===== config.mk =====
export PLATFORM = sky130hd
export DESIGN_NAME = dino_scene_renderer_flat
export DESIGN_NICKNAME = d
export VERILOG_FILES = /design/src/rtl/dino_scene_renderer_if.sv /design/src/rtl/dino_scene_renderer.sv /design/src/flat_wrapper.sv
export SDC_FILE = /design/constraint.sdc
export NUM_CORES = 1
export LEC_CHECK = 0
export BUFFER_PORTS_ARGS = -buffer_cell sky130_fd_sc_hd__buf_4
export CORE_MARGIN = 5
export CORE_UTILIZATION = 35
export CTS_BUF_LIST = sky130_fd_sc_hd__clkbuf_8
export CTS_CLUSTER_DIAMETER = 50
export DETAILED_ROUTE_END_ITERATION = 12
export GPL_TIMING_DRIVEN = 0
export PLACE_DENSITY = 0.54
export SYNTH_ARGS = -nofsm -noshare
export SYNTH_HDL_FRONTEND = slang
export SYNTH_SLANG_ARGS = --single-unit

===== constraint.sdc =====
create_clock -name vga_clk -period 5.8 [get_ports vga_clk]
set_clock_uncertainty 0.05 [all_clocks]
set_input_delay 0.29 -clock vga_clk [delete_from_list [all_inputs] [get_ports vga_clk]]
set_output_delay 0.29 -clock vga_clk [all_outputs]
set_load 0.02 [all_outputs]

===== src/rtl/dino_scene_renderer_if.sv =====
// Signal bundle between the game/VGA environment and the scene renderer.
// The master side presents pixel coordinates, game state and ROM read data.
// The slave side (the renderer) returns ROM addresses and the colour stream.
interface dino_scene_renderer_if;
    logic [11:0] pixel_x;
    logic [11:0] pixel_y;
    logic        pixel_valid;
    logic        frame_start;

    logic [11:0] dino_y;
    logic [11:0] obstacle_x;
    logic        game_over;
    logic [1:0]  dino_state;

    logic [11:0] dino_rom_addr;
    logic        dino_rom_data;
    logic [9:0]  obs_rom_addr;
    logic        obs_rom_data;

    logic [11:0] rgb;
    logic        rgb_valid;

    modport master (
        output pixel_x, pixel_y, pixel_valid, frame_start,
        output dino_y, obstacle_x, game_over, dino_state,
        output dino_rom_data, obs_rom_data,
        input  dino_rom_addr, obs_rom_addr,
        input  rgb, rgb_valid
    );

    modport slave (
        input  pixel_x, pixel_y, pixel_valid, frame_start,
        input  dino_y, obstacle_x, game_over, dino_state,
        input  dino_rom_data, obs_rom_data,
        output dino_rom_addr, obs_rom_addr,
        output rgb, rgb_valid
    );
endinterface


===== src/rtl/dino_scene_renderer.sv =====
// Scene renderer: turns the per-frame game state into a 12-bit RGB pixel
// stream. Game state is snapshotted on frame_start (vertical blank) so one
// frame never mixes two states. Pipeline:
//   stage 0 : hit tests and sprite ROM addresses from the incoming pixel
//   stage 1 : hit flags travel alongside the ROM read
//   stage 2 : colour priority (dino > obstacle > ground > background)
// Output is exactly two cycles behind the pixel, one pixel per cycle.
module dino_scene_renderer #(
    parameter logic [11:0] V_RES             = 12'd480,
    parameter logic [11:0] DINO_SCREEN_X     = 12'd40,
    parameter logic [11:0] GROUND_SCREEN_Y   = 12'd300,
    parameter logic [11:0] OBSTACLE_INIT_X   = 12'd200,
    parameter logic [11:0] OBSTACLE_CENTER_X = 12'd16,
    parameter int          SPR_W             = 32,
    parameter int          SPR_H             = 32,
    parameter logic [11:0] COL_BG            = 12'hFFF,
    parameter logic [11:0] COL_GROUND        = 12'h555,
    parameter logic [11:0] COL_SPRITE        = 12'h333,
    parameter logic [11:0] COL_DEAD          = 12'hF00
) (
    input  logic                        vga_clk,
    input  logic                        rst_n,
    dino_scene_renderer_if.slave        bus
);

    // Geometry constants in the 13-bit signed domain used by all hit tests,
    // so an obstacle hanging off the left edge (negative ox) compares correctly.
    localparam logic signed [12:0] V_RES_S    = $signed({1'b0, V_RES});
    localparam logic signed [12:0] DINO_X_S   = $signed({1'b0, DINO_SCREEN_X});
    localparam logic signed [12:0] GROUND_S   = $signed({1'b0, GROUND_SCREEN_Y});
    localparam logic signed [12:0] OBS_CTR_S  = $signed({1'b0, OBSTACLE_CENTER_X});
    localparam logic signed [12:0] SPR_W_S    = 13'(SPR_W);
    localparam logic signed [12:0] SPR_H_S    = 13'(SPR_H);
    localparam logic signed [12:0] ONE_S      = 13'sd1;

    // Per-frame snapshot of the game state
    logic [11:0] sh_dino_y;
    logic [11:0] sh_obstacle_x;
    logic        sh_game_over;
    logic [1:0]  sh_dino_state;

    // Stage 0 combinational results
    logic signed [12:0] px;
    logic signed [12:0] py;
    logic signed [12:0] gy;
    logic signed [12:0] dy;
    logic signed [12:0] ox;
    logic signed [12:0] dino_dy;
    logic signed [12:0] obs_dy;
    logic               dino_hit;
    logic               obs_hit;
    logic               ground_hit;
    logic [4:0]         dino_row;
    logic [4:0]         dino_col;
    logic [4:0]         obs_row;
    logic [4:0]         obs_col;

    // Stage 1 registers (aligned with the ROM read)
    logic [11:0] dino_addr_q;
    logic [9:0]  obs_addr_q;
    logic        dino_hit_s1;
    logic        obs_hit_s1;
    logic        ground_s1;
    logic        valid_s1;
    logic        dead_s1;

    // Stage 2 output registers
    logic [11:0] pix_colour;
    logic [11:0] sprite_colour;
    logic [11:0] rgb_q;
    logic        rgb_valid_q;

    // Snapshot game state once per frame; a pixel in the same cycle still sees the old values
    always_ff @(posedge vga_clk or negedge rst_n) begin
        if (!rst_n) begin
            sh_dino_y     <= GROUND_SCREEN_Y;
            sh_obstacle_x <= OBSTACLE_INIT_X;
            sh_game_over  <= 1'b0;
            sh_dino_state <= 2'd0;
        end else if (bus.frame_start) begin
            sh_dino_y     <= bus.dino_y;
            sh_obstacle_x <= bus.obstacle_x;
            sh_game_over  <= bus.game_over;
            sh_dino_state <= bus.dino_state;
        end
    end

    // Stage 0: convert to game coordinates, run hit tests, form ROM addresses
    always_comb begin
        px       = $signed({1'b0, bus.pixel_x});
        py       = $signed({1'b0, bus.pixel_y});
        gy       = V_RES_S - ONE_S - py;
        dy       = $signed({1'b0, sh_dino_y});
        ox       = $signed({1'b0, sh_obstacle_x}) - OBS_CTR_S;

        dino_dy  = gy - dy;
        obs_dy   = gy - GROUND_S;

        dino_hit = (px >= DINO_X_S) && (px < DINO_X_S + SPR_W_S) &&
                   (gy >= dy)       && (gy < dy + SPR_H_S);
        obs_hit  = (px >= ox)       && (px < ox + SPR_W_S) &&
                   (gy >= GROUND_S) && (gy < GROUND_S + SPR_H_S);
        ground_hit = (gy == GROUND_S - ONE_S);

        // ROM rows are stored top-first while game y grows upwards
        dino_col = 5'(px - DINO_X_S);
        dino_row = 5'(SPR_H_S - ONE_S - dino_dy);
        obs_col  = 5'(px - ox);
        obs_row  = 5'(SPR_H_S - ONE_S - obs_dy);
    end

    // ROM addresses only move on a hit so the ROMs stay quiet elsewhere
    always_ff @(posedge vga_clk or negedge rst_n) begin
        if (!rst_n) begin
            dino_addr_q <= 12'd0;
            obs_addr_q  <= 10'd0;
        end else begin
            if (dino_hit) begin
                dino_addr_q <= {sh_dino_state, dino_row, dino_col};
            end
            if (obs_hit) begin
                obs_addr_q <= {obs_row, obs_col};
            end
        end
    end

    // Stage 1: carry hit flags, validity and the frame's game_over next to the ROM read
    always_ff @(posedge vga_clk or negedge rst_n) begin
        if (!rst_n) begin
            dino_hit_s1 <= 1'b0;
            obs_hit_s1  <= 1'b0;
            ground_s1   <= 1'b0;
            valid_s1    <= 1'b0;
            dead_s1     <= 1'b0;
        end else begin
            dino_hit_s1 <= dino_hit;
            obs_hit_s1  <= obs_hit;
            ground_s1   <= ground_hit;
            valid_s1    <= bus.pixel_valid;
            dead_s1     <= sh_game_over;
        end
    end

    // Stage 2 colour priority; a transparent dino bit falls through to the obstacle
    always_comb begin
        sprite_colour = dead_s1 ? COL_DEAD : COL_SPRITE;
        pix_colour    = 12'd0;
        if (valid_s1) begin
            if (dino_hit_s1 && bus.dino_rom_data) begin
                pix_colour = sprite_colour;
            end else if (obs_hit_s1 && bus.obs_rom_data) begin
                pix_colour = sprite_colour;
            end else if (ground_s1) begin
                pix_colour = COL_GROUND;
            end else begin
                pix_colour = COL_BG;
            end
        end
    end

    // Stage 2 output register
    always_ff @(posedge vga_clk or negedge rst_n) begin
        if (!rst_n) begin
            rgb_q       <= 12'd0;
            rgb_valid_q <= 1'b0;
        end else begin
            rgb_q       <= pix_colour;
            rgb_valid_q <= valid_s1;
        end
    end

    assign bus.dino_rom_addr = dino_addr_q;
    assign bus.obs_rom_addr  = obs_addr_q;
    assign bus.rgb           = rgb_q;
    assign bus.rgb_valid     = rgb_valid_q;

endmodule


===== src/flat_wrapper.sv =====
// flat-port wrapper written by rule: the top's interface ports become plain ports
module dino_scene_renderer_flat 
#(
    parameter logic [11:0] V_RES             = 12'd480,
    parameter logic [11:0] DINO_SCREEN_X     = 12'd40,
    parameter logic [11:0] GROUND_SCREEN_Y   = 12'd300,
    parameter logic [11:0] OBSTACLE_INIT_X   = 12'd200,
    parameter logic [11:0] OBSTACLE_CENTER_X = 12'd16,
    parameter int          SPR_W             = 32,
    parameter int          SPR_H             = 32,
    parameter logic [11:0] COL_BG            = 12'hFFF,
    parameter logic [11:0] COL_GROUND        = 12'h555,
    parameter logic [11:0] COL_SPRITE        = 12'h333,
    parameter logic [11:0] COL_DEAD          = 12'hF00
)
  (vga_clk, rst_n, bus_pixel_x, bus_pixel_y, bus_pixel_valid, bus_frame_start, bus_dino_y, bus_obstacle_x, bus_game_over, bus_dino_state, bus_dino_rom_data, bus_obs_rom_data, bus_dino_rom_addr, bus_obs_rom_addr, bus_rgb, bus_rgb_valid);
  dino_scene_renderer_if bus_i ();
  input  logic vga_clk;
  input  logic rst_n;
  input wire logic [$bits(bus_i.pixel_x)-1:0] bus_pixel_x;
  input wire logic [$bits(bus_i.pixel_y)-1:0] bus_pixel_y;
  input wire logic [$bits(bus_i.pixel_valid)-1:0] bus_pixel_valid;
  input wire logic [$bits(bus_i.frame_start)-1:0] bus_frame_start;
  input wire logic [$bits(bus_i.dino_y)-1:0] bus_dino_y;
  input wire logic [$bits(bus_i.obstacle_x)-1:0] bus_obstacle_x;
  input wire logic [$bits(bus_i.game_over)-1:0] bus_game_over;
  input wire logic [$bits(bus_i.dino_state)-1:0] bus_dino_state;
  input wire logic [$bits(bus_i.dino_rom_data)-1:0] bus_dino_rom_data;
  input wire logic [$bits(bus_i.obs_rom_data)-1:0] bus_obs_rom_data;
  output wire logic [$bits(bus_i.dino_rom_addr)-1:0] bus_dino_rom_addr;
  output wire logic [$bits(bus_i.obs_rom_addr)-1:0] bus_obs_rom_addr;
  output wire logic [$bits(bus_i.rgb)-1:0] bus_rgb;
  output wire logic [$bits(bus_i.rgb_valid)-1:0] bus_rgb_valid;
  assign bus_i.pixel_x = bus_pixel_x;
  assign bus_i.pixel_y = bus_pixel_y;
  assign bus_i.pixel_valid = bus_pixel_valid;
  assign bus_i.frame_start = bus_frame_start;
  assign bus_i.dino_y = bus_dino_y;
  assign bus_i.obstacle_x = bus_obstacle_x;
  assign bus_i.game_over = bus_game_over;
  assign bus_i.dino_state = bus_dino_state;
  assign bus_i.dino_rom_data = bus_dino_rom_data;
  assign bus_i.obs_rom_data = bus_obs_rom_data;
  assign bus_dino_rom_addr = bus_i.dino_rom_addr;
  assign bus_obs_rom_addr = bus_i.obs_rom_addr;
  assign bus_rgb = bus_i.rgb;
  assign bus_rgb_valid = bus_i.rgb_valid;
  dino_scene_renderer #(.V_RES(V_RES), .DINO_SCREEN_X(DINO_SCREEN_X), .GROUND_SCREEN_Y(GROUND_SCREEN_Y), .OBSTACLE_INIT_X(OBSTACLE_INIT_X), .OBSTACLE_CENTER_X(OBSTACLE_CENTER_X), .SPR_W(SPR_W), .SPR_H(SPR_H), .COL_BG(COL_BG), .COL_GROUND(COL_GROUND), .COL_SPRITE(COL_SPRITE), .COL_DEAD(COL_DEAD)) u_core (.vga_clk(vga_clk), .rst_n(rst_n), .bus(bus_i));
endmodule

[Yosys cells after proc, flatten, opt, wreduce, memory -nomap -nowiden]
Cells that the tools add are included.
Operators by class
  equal/unequal tests: 1
  mux-type cells: 5
  reduce and logical (&&, ||, !) cells: 8
  add/subtract/negate cells: 10
  $lt $le $gt $ge: 8
Operators with widths (number)
  2-to-1 mux 12 bit: 5
  greater-or-equal comparator 13 bit: 2
  less-than comparator 13 bit: 2
  adder 12 x 6 -> 13 bit, second input constant: 1
  adder 13 x 7 -> 13 bit, second input constant: 1
  equality test 13 x 10 -> 1 bit, second input constant: 1
  greater-or-equal comparator 13 x 10 -> 1 bit, second input constant: 1
  less-than comparator 13 x 10 -> 1 bit, second input constant: 1
  subtractor 12 x 5 -> 13 bit, second input constant: 1
  subtractor 9 x 12 -> 13 bit, first input constant: 1
  greater-or-equal comparator 12 x 6 -> 1 bit, second input constant: 1
  less-than comparator 12 x 7 -> 1 bit, second input constant: 1
  subtractor 1 x 5 -> 5 bit, first input constant: 2
  subtractor 5 bit: 2
  logical AND 1 bit: 8
  subtractor 5 x 4 -> 5 bit, second input constant: 1
  subtractor 5 bit, second input constant: 1
Storage, ports and cells
  logic and storage cells: 45
  output and inout port bits: 35
  register bits: 67
  input port bits: 57

[Longest topological paths before layout]
Gate-level depths: netlist of run 1.
  word-level depth: 6
  mapped depth: 15
  mapped depth without buffers: 15

[Worst setup path after synthesis of run 1]
Ideal clock, no wire load.
  path type: reg2reg
  start point: reg u_core.sh_obstacle_x[4]
  end point: reg u_core.obs_addr_q[2], in the netlist u_core.bus.obs_rom_addr[2]
  path buffers: 0
  data required time: 5625 ps
  library setup time: 125 ps
  path slack: 2264 ps
  cell stages (with the launch flop): 14
  arrival: 3362 ps
  clock period less this slack: 3536 ps
  path through: dfrtp_1 inv_1 ha_1 or4b_1 o211ai_1 o21ai_0 xor2_1 ha_1 a21oi_1 o21ai_0 a311oi_1 nand4_1 nor3_1 mux2_2
On the way
  word-level cells in the longest chain between the ends: 6
  elaborated cells on any way between the ends: 7
  classes of those cells: add/sub: 2; order compare: 2; reduce/logical: 3
Ends and longest elaborated chain
  from (decl): RTL line dino_scene_renderer.sv:38  | logic [11:0] sh_obstacle_x;
  from (signal assigned): RTL line dino_scene_renderer.sv:82  | sh_obstacle_x <= bus.obstacle_x;
  subtractor 12 x 5 -> 13 bit *: RTL line dino_scene_renderer.sv:94  | ox = $signed({1'b0, sh_obstacle_x}) - OBS_CTR_S;
  adder 13 x 7 -> 13 bit: RTL line dino_scene_renderer.sv:101  | obs_hit = (px >= ox) && (px < ox + SPR_W_S) &&
  less-than comparator 13 bit: RTL line dino_scene_renderer.sv:101
  logical AND 1 bit * (2 in a row): RTL line dino_scene_renderer.sv:101
  logical AND 1 bit *: RTL line dino_scene_renderer.sv:102  | (gy >= GROUND_S) && (gy < GROUND_S + SPR_H_S);
  to (signal assigned): RTL line dino_scene_renderer.sv:122  | obs_addr_q <= {obs_row, obs_col};
  to (decl): RTL line dino_scene_renderer.sv:60  | logic [9:0] obs_addr_q;
Mark *: on every way between the ends. The rest lies on a longest branch, timed or not.
A chain may end at the register's enable or synchronous reset.

[Final worst setup path of run 1]
  start point: reg u_core.sh_obstacle_x[4]
  end point: reg u_core.obs_addr_q[3], in the netlist u_core.bus.obs_rom_addr[3]
Same word-level chain as after synthesis.

==> summary.md, run 1 <==
| Metric | Value |
|---|---|
| Pleak | `~2.6 nW` |
| Final RePlAce weighted congestion | `approximately 0.79` |
| Post-synth EDFFs | `0` |
| Inserted Clock Buffers | `9` |
| Combinational power share | `0.324` |
| Reg clk slew, reported paths | `around 0.070 ns` |
| CP Max Fanout | `6` |
| Critical path type | `reg -> reg` |
| Max cap viols | `0` |
| ANT nets after route | `0` |
| Final HPWL DP | `around 8400 µm` |
| Syn_nets | `~520` |
| Vias in the first global route | `approximately 3,400` |
| Global route overflow | `0` |
| Clock Sink Count | `slightly above 60` |
| CP required | `about 6.0 ns` |
| CTS tree | `built` |
| # DRC | `0` |
| CTS root buf | `clkbuf_8` |
| Nets | `626` |
| Largest net degree at the start of global routing | `between 60 and 70` |
| Setup TNS | `0 ns` |
| Worst-case clock buffer depth | `2` |
| Clk pwr share | `0.305` |
| Site row count | `40` |
| Outcome | `finished clean` |
| Crit-path cells | `inv_1 > ha_1 > inv_1 > o41ai_2 > o211ai_1 > o21ai_0 > xor2_1 > ha_1 > a21oi_1 > o21ai_0 > a311oi_1 > nand4_1 > nor3_1 > mux2_2` |
| Die width | `roughly 120 µm` |
| TritonRoute pass-1 iters | `4` |
| Worst Tran Pin Value | `roughly 0.81 ns` |
| CP max-delay cell | `o41ai_2` |
| Worst path max stage delay | `between 0.6 and 0.7 ns` |
| Total GRT Usage | `0.153` |
| Pins Over Slew Limit | `0` |
| #FFs+latches synth | `between 60 and 70` |
| Via count | `about 3,400` |
| Fmax | `0.229 GHz` |
| Io pins | `92` |
| Main flop type after synthesis | `dfrtp_1` |
| WL/cell | `15.8 µm` |
| Post_cts resized | `0` |
| Htree depth | `3` |
| Share of post-route cells with drive strength above 1 | `0.300` |
| Slew Limit Headroom | `0.461` |
| Post-route cell area | `~5300 µm²` |
| Dpl cell area | `5060 µm²` |
| N_diodes | `0` |
| Sequential power share | `0.371` |
| Vias/cell | `around 5` |
| Final wirelength | `~11,000 µm` |
| Synthesized cell area | `4200 µm²` |
| Full die area | `around 14,000 µm²` |
| Layout area overhead | `26.1%` |
| Register area share after synthesis | `0.371` |
| Worst VDD drop | `0.000181 V` |
| Period utilisation layout | `0.753` |
| Synth warn | `0` |
| Syn avg cell area | `about 10 µm²` |
| Initial core utilization | `0.353` |
| Internal power | `953 µW` |
| Final setup fails | `0` |
| Synth unique cells | `53` |
| Min Tclk post-route | `4.37 ns` |
| Switching power share of the total | `0.325` |
| Power per cell area | `between 200 and 300 nW/µm²` |
| Post-synthesis cell count | `412` |
| Unrepaired setup endpoints after global routing | `no` |
| Total core area | `about 12,000 µm²` |
| Min-Delay Path Class | `in -> reg` |
| DRT iter0 DRCs | `about 130` |
| Die height | `roughly 120 µm` |
| Worst EP arrival | `around 4.6 ns` |
| Final hold vios | `0` |
| First-pass GRT wire length | `between 15,000 and 20,000 µm` |
| Clk Latency, worst-skew pair | `between 0.3 and 0.4 ns` |
| Async SR Flop Fraction | `1.00` |
| # fillers | `between 1,000 and 1,500` |
| Initial antenna violation count | `0` |
| Critical path startpoint category | `register` |
| Sw Pwr | `458 µW` |
| CTS hold repair buffers | `2` |
| Post-CTS Setup Bufs | `0` |
| PortBufs | `90` |
| CP Capture Type | `register` |
-- layout by cell type, fill, tap and decap left out, types with 3 or more instances in the layout --
| cell type | n |
|---|---|
| a211oi_1 | 4 |
| a21boi_0 | 3 |
| a21o_1 | 6 |
| a21oi_1 | 20 |
| and4_1 | 3 |
| buf_4 | 96 |
| clkbuf_1 | 6 |
| clkbuf_8 | 12 |
| dfrtp_1 | 55 |
| dfstp_2 | 7 |
| ha_1 | 52 |
| inv_1 | 45 |
| mux2_2 | 28 |
| mux2i_1 | 7 |
| nand2_1 | 29 |
| nand2b_1 | 3 |
| nand3_1 | 7 |
| nand4_1 | 8 |
| nor2_1 | 13 |
| nor2b_1 | 6 |
| nor3_1 | 9 |
| o211ai_1 | 6 |
| o21a_1 | 3 |
| o21ai_0 | 24 |
| xnor2_1 | 19 |
| xor2_1 | 9 |
-- area by class of cell --
type                            count  area (µm²)  area share
Sequential cell                    62        1560       0.295
Buffer                             16         110      0.0208
Multi-Input combinational cell    291        2370       0.447
Clock buffer                       10         138      0.0260
Timing Repair Buffer               92         696       0.131
Clock inverter                      6        77.6      0.0147
Tap cell                          147         184      0.0347
Inverter                           43         161      0.0305
-- registers in the layout, indices dropped and copies added (netlist names), 2 cells and up --
register	flops
u_core.sh_obstacle_x	12
u_core.bus.rgb	8
u_core.sh_dino_y	12
u_core.sh_dino_state	2
u_core.bus.dino_rom_addr	12
u_core.bus.obs_rom_addr	10
-- cells by family after synthesis --
kind of cell               synth area share
buffers and inverters                0.0646
AOI/OAI and AO/OA                     0.125
muxes                                0.0917
adders and majority gates             0.164
and+or+nand+nor                       0.125
DFF                                   0.371
xor gates and xnor gates             0.0584
-- cells in the mapped netlist, types with 6 or more instances --
cell type / number / area, µm²
nor3_1: 9 / 45.0
o211ai_1: 6 / 45.0
nor2b_1: 6 / 37.5
a21o_1: 6 / 45.0
nand3_1: 7 / 35.0
clkbuf_1: 6 / 22.5
xnor2_1: 19 / 166
o21ai_0: 24 / 120
nor2_1: 13 / 48.8
nand4_1: 8 / 50.1
dfrtp_1: 55 / 1380
nand2_1: 29 / 109
xor2_1: 9 / 78.8
dfstp_2: 7 / 184
buf_4: 6 / 45.0
mux2_2: 28 / 315
inv_1: 43 / 161
mux2i_1: 7 / 70.1
a21oi_1: 20 / 100
ha_1: 52 / 651
-- worst max-delay path, delay by kind of cell (launching register included) --
kind,cells,cell delay (ns)
adder cells (fa/ha/maj),2,0.51
AND/OR/NAND/NOR,2,0.91
multiplexers,1,0.41
buffers and inverters,2,0.21
flip-flops,1,0.45
XOR/XNOR,1,0.19
AO/OA/AOI/OAI,6,1.53
-- per-layer routing --
| metal | vias to the layer above | wire length [µm] | track usage |
|---|---|---|---|
| met4 | 0 | 196 | 0.0587 |
| li1 | 1653 | - | - |
| met3 | 16 | 610 | 0.0410 |
| met5 | - | 0 | 0 |
| met2 | 87 | 4900 | 0.242 |
| met1 | 1601 | 4850 | 0.201 |
-- final timing paths --
| kind | startpoint | endpoint | slack (ns) | cells after the start |
|---|---|---|---|---|
| worst min register to register | u_core.sh_game_over | u_core.dead_s1 | 0.33 | 0 |
| worst max register to register | u_core.sh_obstacle_x[4] | u_core.bus.obs_rom_addr[3] | 1.43 | 14 |
| worst max-delay path | u_core.sh_obstacle_x[4] | u_core.bus.obs_rom_addr[3] | 1.43 | 14 |
| max in group asynchronous | rst_n | u_core.ground_s1 | 4.64 | 2 |
| worst min-delay path | bus_dino_y[1] | u_core.sh_dino_y[1] | 0.09 | 3 |
| min in group asynchronous | rst_n | u_core.bus.dino_rom_addr[8] | 0.50 | 2 |
-- stage by stage --
step,hold WS [ns],power [mW],worst slack (ns),cells,utilization
after detailed placement,0.313,0.992,1.36,649,0.425
final,0.0911,1.41,1.43,667,0.445
after global routing,0.0788,1.50,1.14,667,0.445
after global placement,0.307,0.982,1.41,649,0.425
after CTS,0.0783,1.43,1.37,667,0.445
after floorplan,-0.0556,0.813,2.26,412,-
-- power by group through the flow --
stage	logic, mW	clock network [mW]	registers (mW)
6_report	0.457	0.431	0.524
5_1_grt	0.509	0.461	0.530
4_1_cts	0.465	0.442	0.524
3_5_place_dp	0.461	0	0.531
3_3_place_gp	0.453	0	0.529
2_1_floorplan	0.242	0	0.572
Power figures use the tool's default switching activity.
==> run 2, diff against run 1 <==
PLACE_DENSITY = 0.56   (was 0.54)
clock period = 3.7 ns   (was 5.8 ns; I/O delays follow)
==> run 2 against run 1 <==
Net effect:
- power grew 51%
- global-route usage rose by 0.78 points
- flip-flop and latch count did not move
- critical path type unchanged
- critical endpoint is now u_core.bus.obs_rom_addr[6]
- die area unchanged
- worst hold slack lost 0.072 ns
- wire length up 4.0%
- critical path depth unchanged
- final cell count grew 5.5%
==> summary.md, run 2 (synthesis gave the netlist of run 1 again) <==
| Metric | Value |
|---|---|
| Final HPWL DP | `8310 µm (was 8410 µm)` |
| Worst EP arrival | `3.71 ns (was 4.56 ns)` |
| Worst-case clock buffer depth | `2 (unchanged)` |
| CP most frequent cell | `buf_4` |
| Critical path startpoint category | `register (unchanged)` |
| Initial core utilization | `0.353 (unchanged)` |
| First-pass GRT wire length | `18,300 µm (was 17,100 µm)` |
| Worst path max stage delay | `0.54 ns (was 0.67 ns)` |
| Crit-path cells | `buf_4 > or4_4 > nor4_4 > xnor2_1 > xor2_1 > ha_1 > inv_1 > o21ai_1 > a311oi_1 > nand4_1 > buf_4 > a211oi_4 > buf_12 > mux2_2 (was inv_1 > ha_1 > inv_1 > o41ai_2 > o211ai_1 > o21ai_0 > xor2_1 > ha_1 > a21oi_1 > o21ai_0 > a311oi_1 > nand4_1 > nor3_1 > mux2_2)` |
| TritonRoute pass-1 iters | `4 (unchanged)` |
| Dpl ws | `-0.772 ns (was 1.36 ns)` |
| CTS root buf | `clkbuf_8 (unchanged)` |
| Worst Reg2Reg Path Length in Cells | `14 (unchanged)` |
| Worst Tran Pin Value | `0.814 ns (was 0.808 ns)` |
| Clock Sink Count | `62 (unchanged)` |
| Vias in the first global route | `3,733 (was 3,391)` |
| Setup ws final | `0.196 ns (was 1.43 ns)` |
| Critical path type | `reg -> reg (unchanged)` |
| Setup TNS | `0 ns (unchanged)` |
| # DRC | `0 (unchanged)` |
| Full die area | `14,300 µm² (unchanged)` |
| PortBufs | `90 (unchanged)` |
| Global route overflow | `0 (unchanged)` |
| Final setup fails | `0 (unchanged)` |
| Slew Limit Headroom | `0.457 (was 0.461)` |
| Clk Latency, worst-skew pair | `0.36 ns (about the same)` |
| Die height | `120 µm (unchanged)` |
| CP Max Fanout | `7 (was 6)` |
| Final Power | `2.12 mW (was 1.41 mW)` |
| Pins Over Slew Limit | `0 (unchanged)` |
| N_diodes | `0 (unchanged)` |
| Worst VDD drop | `0.000284 V (was 0.000181 V)` |
| Nets | `663 (was 626)` |
| Period utilisation layout | `0.947 (was 0.753)` |
| Site row count | `40 (unchanged)` |
| Power per cell area | `375 nW/µm² (was 267 nW/µm²)` |
| Share of post-route cells with drive strength above 1 | `0.318 (was 0.300)` |
| Hold Path Cell Cnt | `2 (was 3)` |
| CP max-delay cell | `or4_4 (was o41ai_2)` |
| Via count | `3,493 (was 3,357)` |
| Final wirelength | `11,000 µm (was 10,600 µm)` |
| Commonest non-fill, non-tap cell in the layout | `buf_4 (unchanged)` |
| Max cap viols | `0 (unchanged)` |
| Most frequent cells in the layout | `105 x buf_4, 54 x dfrtp_1, 51 x ha_1 (was 96 x buf_4, 55 x dfrtp_1, 52 x ha_1)` |
| DRT iter0 DRCs | `159 (was 129)` |
| CP Capture Type | `register (unchanged)` |
| WL/cell | `15.6 µm (was 15.8 µm)` |
| Post-Layout Cell Count | `704 (was 667)` |
| Reg clk slew, reported paths | `0.07 ns (about the same)` |
| Final RePlAce weighted congestion | `0.920 (was 0.786)` |
| Min-Delay Path Class | `in -> reg (unchanged)` |
| Htree depth | `3 (unchanged)` |
| Initial antenna violation count | `0 (unchanged)` |
| Total core area | `11,900 µm² (unchanged)` |
| Final hold slack | `0.0190 ns (was 0.0911 ns)` |
| Vias/cell | `4.96 (was 5.03)` |
| Min Tclk post-route | `3.50 ns (was 4.37 ns)` |
| Placed cells | `649 (unchanged)` |
| Pleak | `2.73 nW (was 2.58 nW)` |
| CTS tree | `built (unchanged)` |
| Inserted Clock Buffers | `9 (unchanged)` |
| Unrepaired setup endpoints after global routing | `no (unchanged)` |
| Die width | `120 µm (unchanged)` |
| Outcome | `finished clean (unchanged)` |
| ANT nets after route | `0 (unchanged)` |
| CP required | `3.90 ns (was 6.00 ns)` |
| Fmax | `0.285 GHz (was 0.229 GHz)` |
| Io pins | `92 (unchanged)` |
| Final hold vios | `0 (unchanged)` |
| Largest net degree at the start of global routing | `63 (unchanged)` |
| Layout area overhead | `35.0% (was 26.1%)` |
| Total GRT Usage | `0.161 (was 0.153)` |
-- run 2: cell types whose count changed in the layout (fill, tap and decap cells not counted), sizes merged --
cell         before  now
dlygate4sd3       2   29
buf              98  108
bufinv            2    0
clkinv            2    4
clkinvlp          0    2
clkbuf           18   17
inv              45   44
-- run 2: critical path, delay by kind of cell (launching register included) --
kind                       cells  cell delay [ns]
adders and majority gates      1             0.29
xor gates and xnor gates       2             0.42
AOI/OAI and AO/OA              3             0.51
DFF                            1             0.42
and+or+nand+nor                3             0.83
muxes                          1             0.32
buffers and inverters          4             0.55
-- run 2: path summary, 6_finish.rpt --
check	from	to	slack, ns
min in group asynchronous	rst_n	u_core.sh_obstacle_x[9]	0.42
worst max-delay path	u_core.sh_obstacle_x[4]	u_core.bus.obs_rom_addr[6]	0.20
worst min-delay path	bus_game_over	u_core.sh_game_over	0.02
worst max register to register	u_core.sh_obstacle_x[4]	u_core.bus.obs_rom_addr[6]	0.20
max in group asynchronous	rst_n	u_core.sh_obstacle_x[4]	2.62
worst min register to register	u_core.sh_game_over	u_core.dead_s1	0.34
-- run 2: per-stage QoR --
step	util	cell area [µm²]
2_1_floorplan	-	4200
3_3_place_gp	0.425	5060
3_5_place_dp	0.425	5060
4_1_cts	0.471	5610
5_1_grt	0.476	5670
6_report	0.476	5670
-- run 2: area by class of cell --
cell class | count | area [µm²]
Sequential cell | 62 | 1560
Timing Repair Buffer | 129 | 1050
Inverter | 43 | 161
Buffer | 16 | 110
Multi-Input combinational cell | 291 | 2430
Clock buffer | 9 | 124
Fill cell | 1155 | 6240
Clock inverter | 7 | 42.5
Tap cell | 147 | 184
-- run 2: timing repair --
item	CTS	global route
cloned	0	0
pin swaps	4	7
hold endpoints to repair	83	0
endpoints found under the setup margin	11	9
setup buffers	7	3
resized for setup	6	10
hold buffers	29	0
-- run 2: where the power goes --
group	internal (mW)	switching, mW	total (mW)
Clock	0.237	0.287	0.524
Combinational	0.373	0.408	0.781
Sequential	0.770	0.0505	0.820
Total	1.38	0.746	2.12
-- run 2: per-layer routing --
| metal | part of all wire | routed length, µm | track usage | vias to the layer above |
|---|---|---|---|---|
| li1 | - | - | - | 1733 |
| met1 | 0.47 | 5170 | 0.209 | 1666 |
| met2 | 0.46 | 5060 | 0.260 | 79 |
| met3 | 0.051 | 564 | 0.0419 | 15 |
| met4 | 0.017 | 191 | 0.0580 | 0 |
| met5 | 0 | 0 | 0 | - |
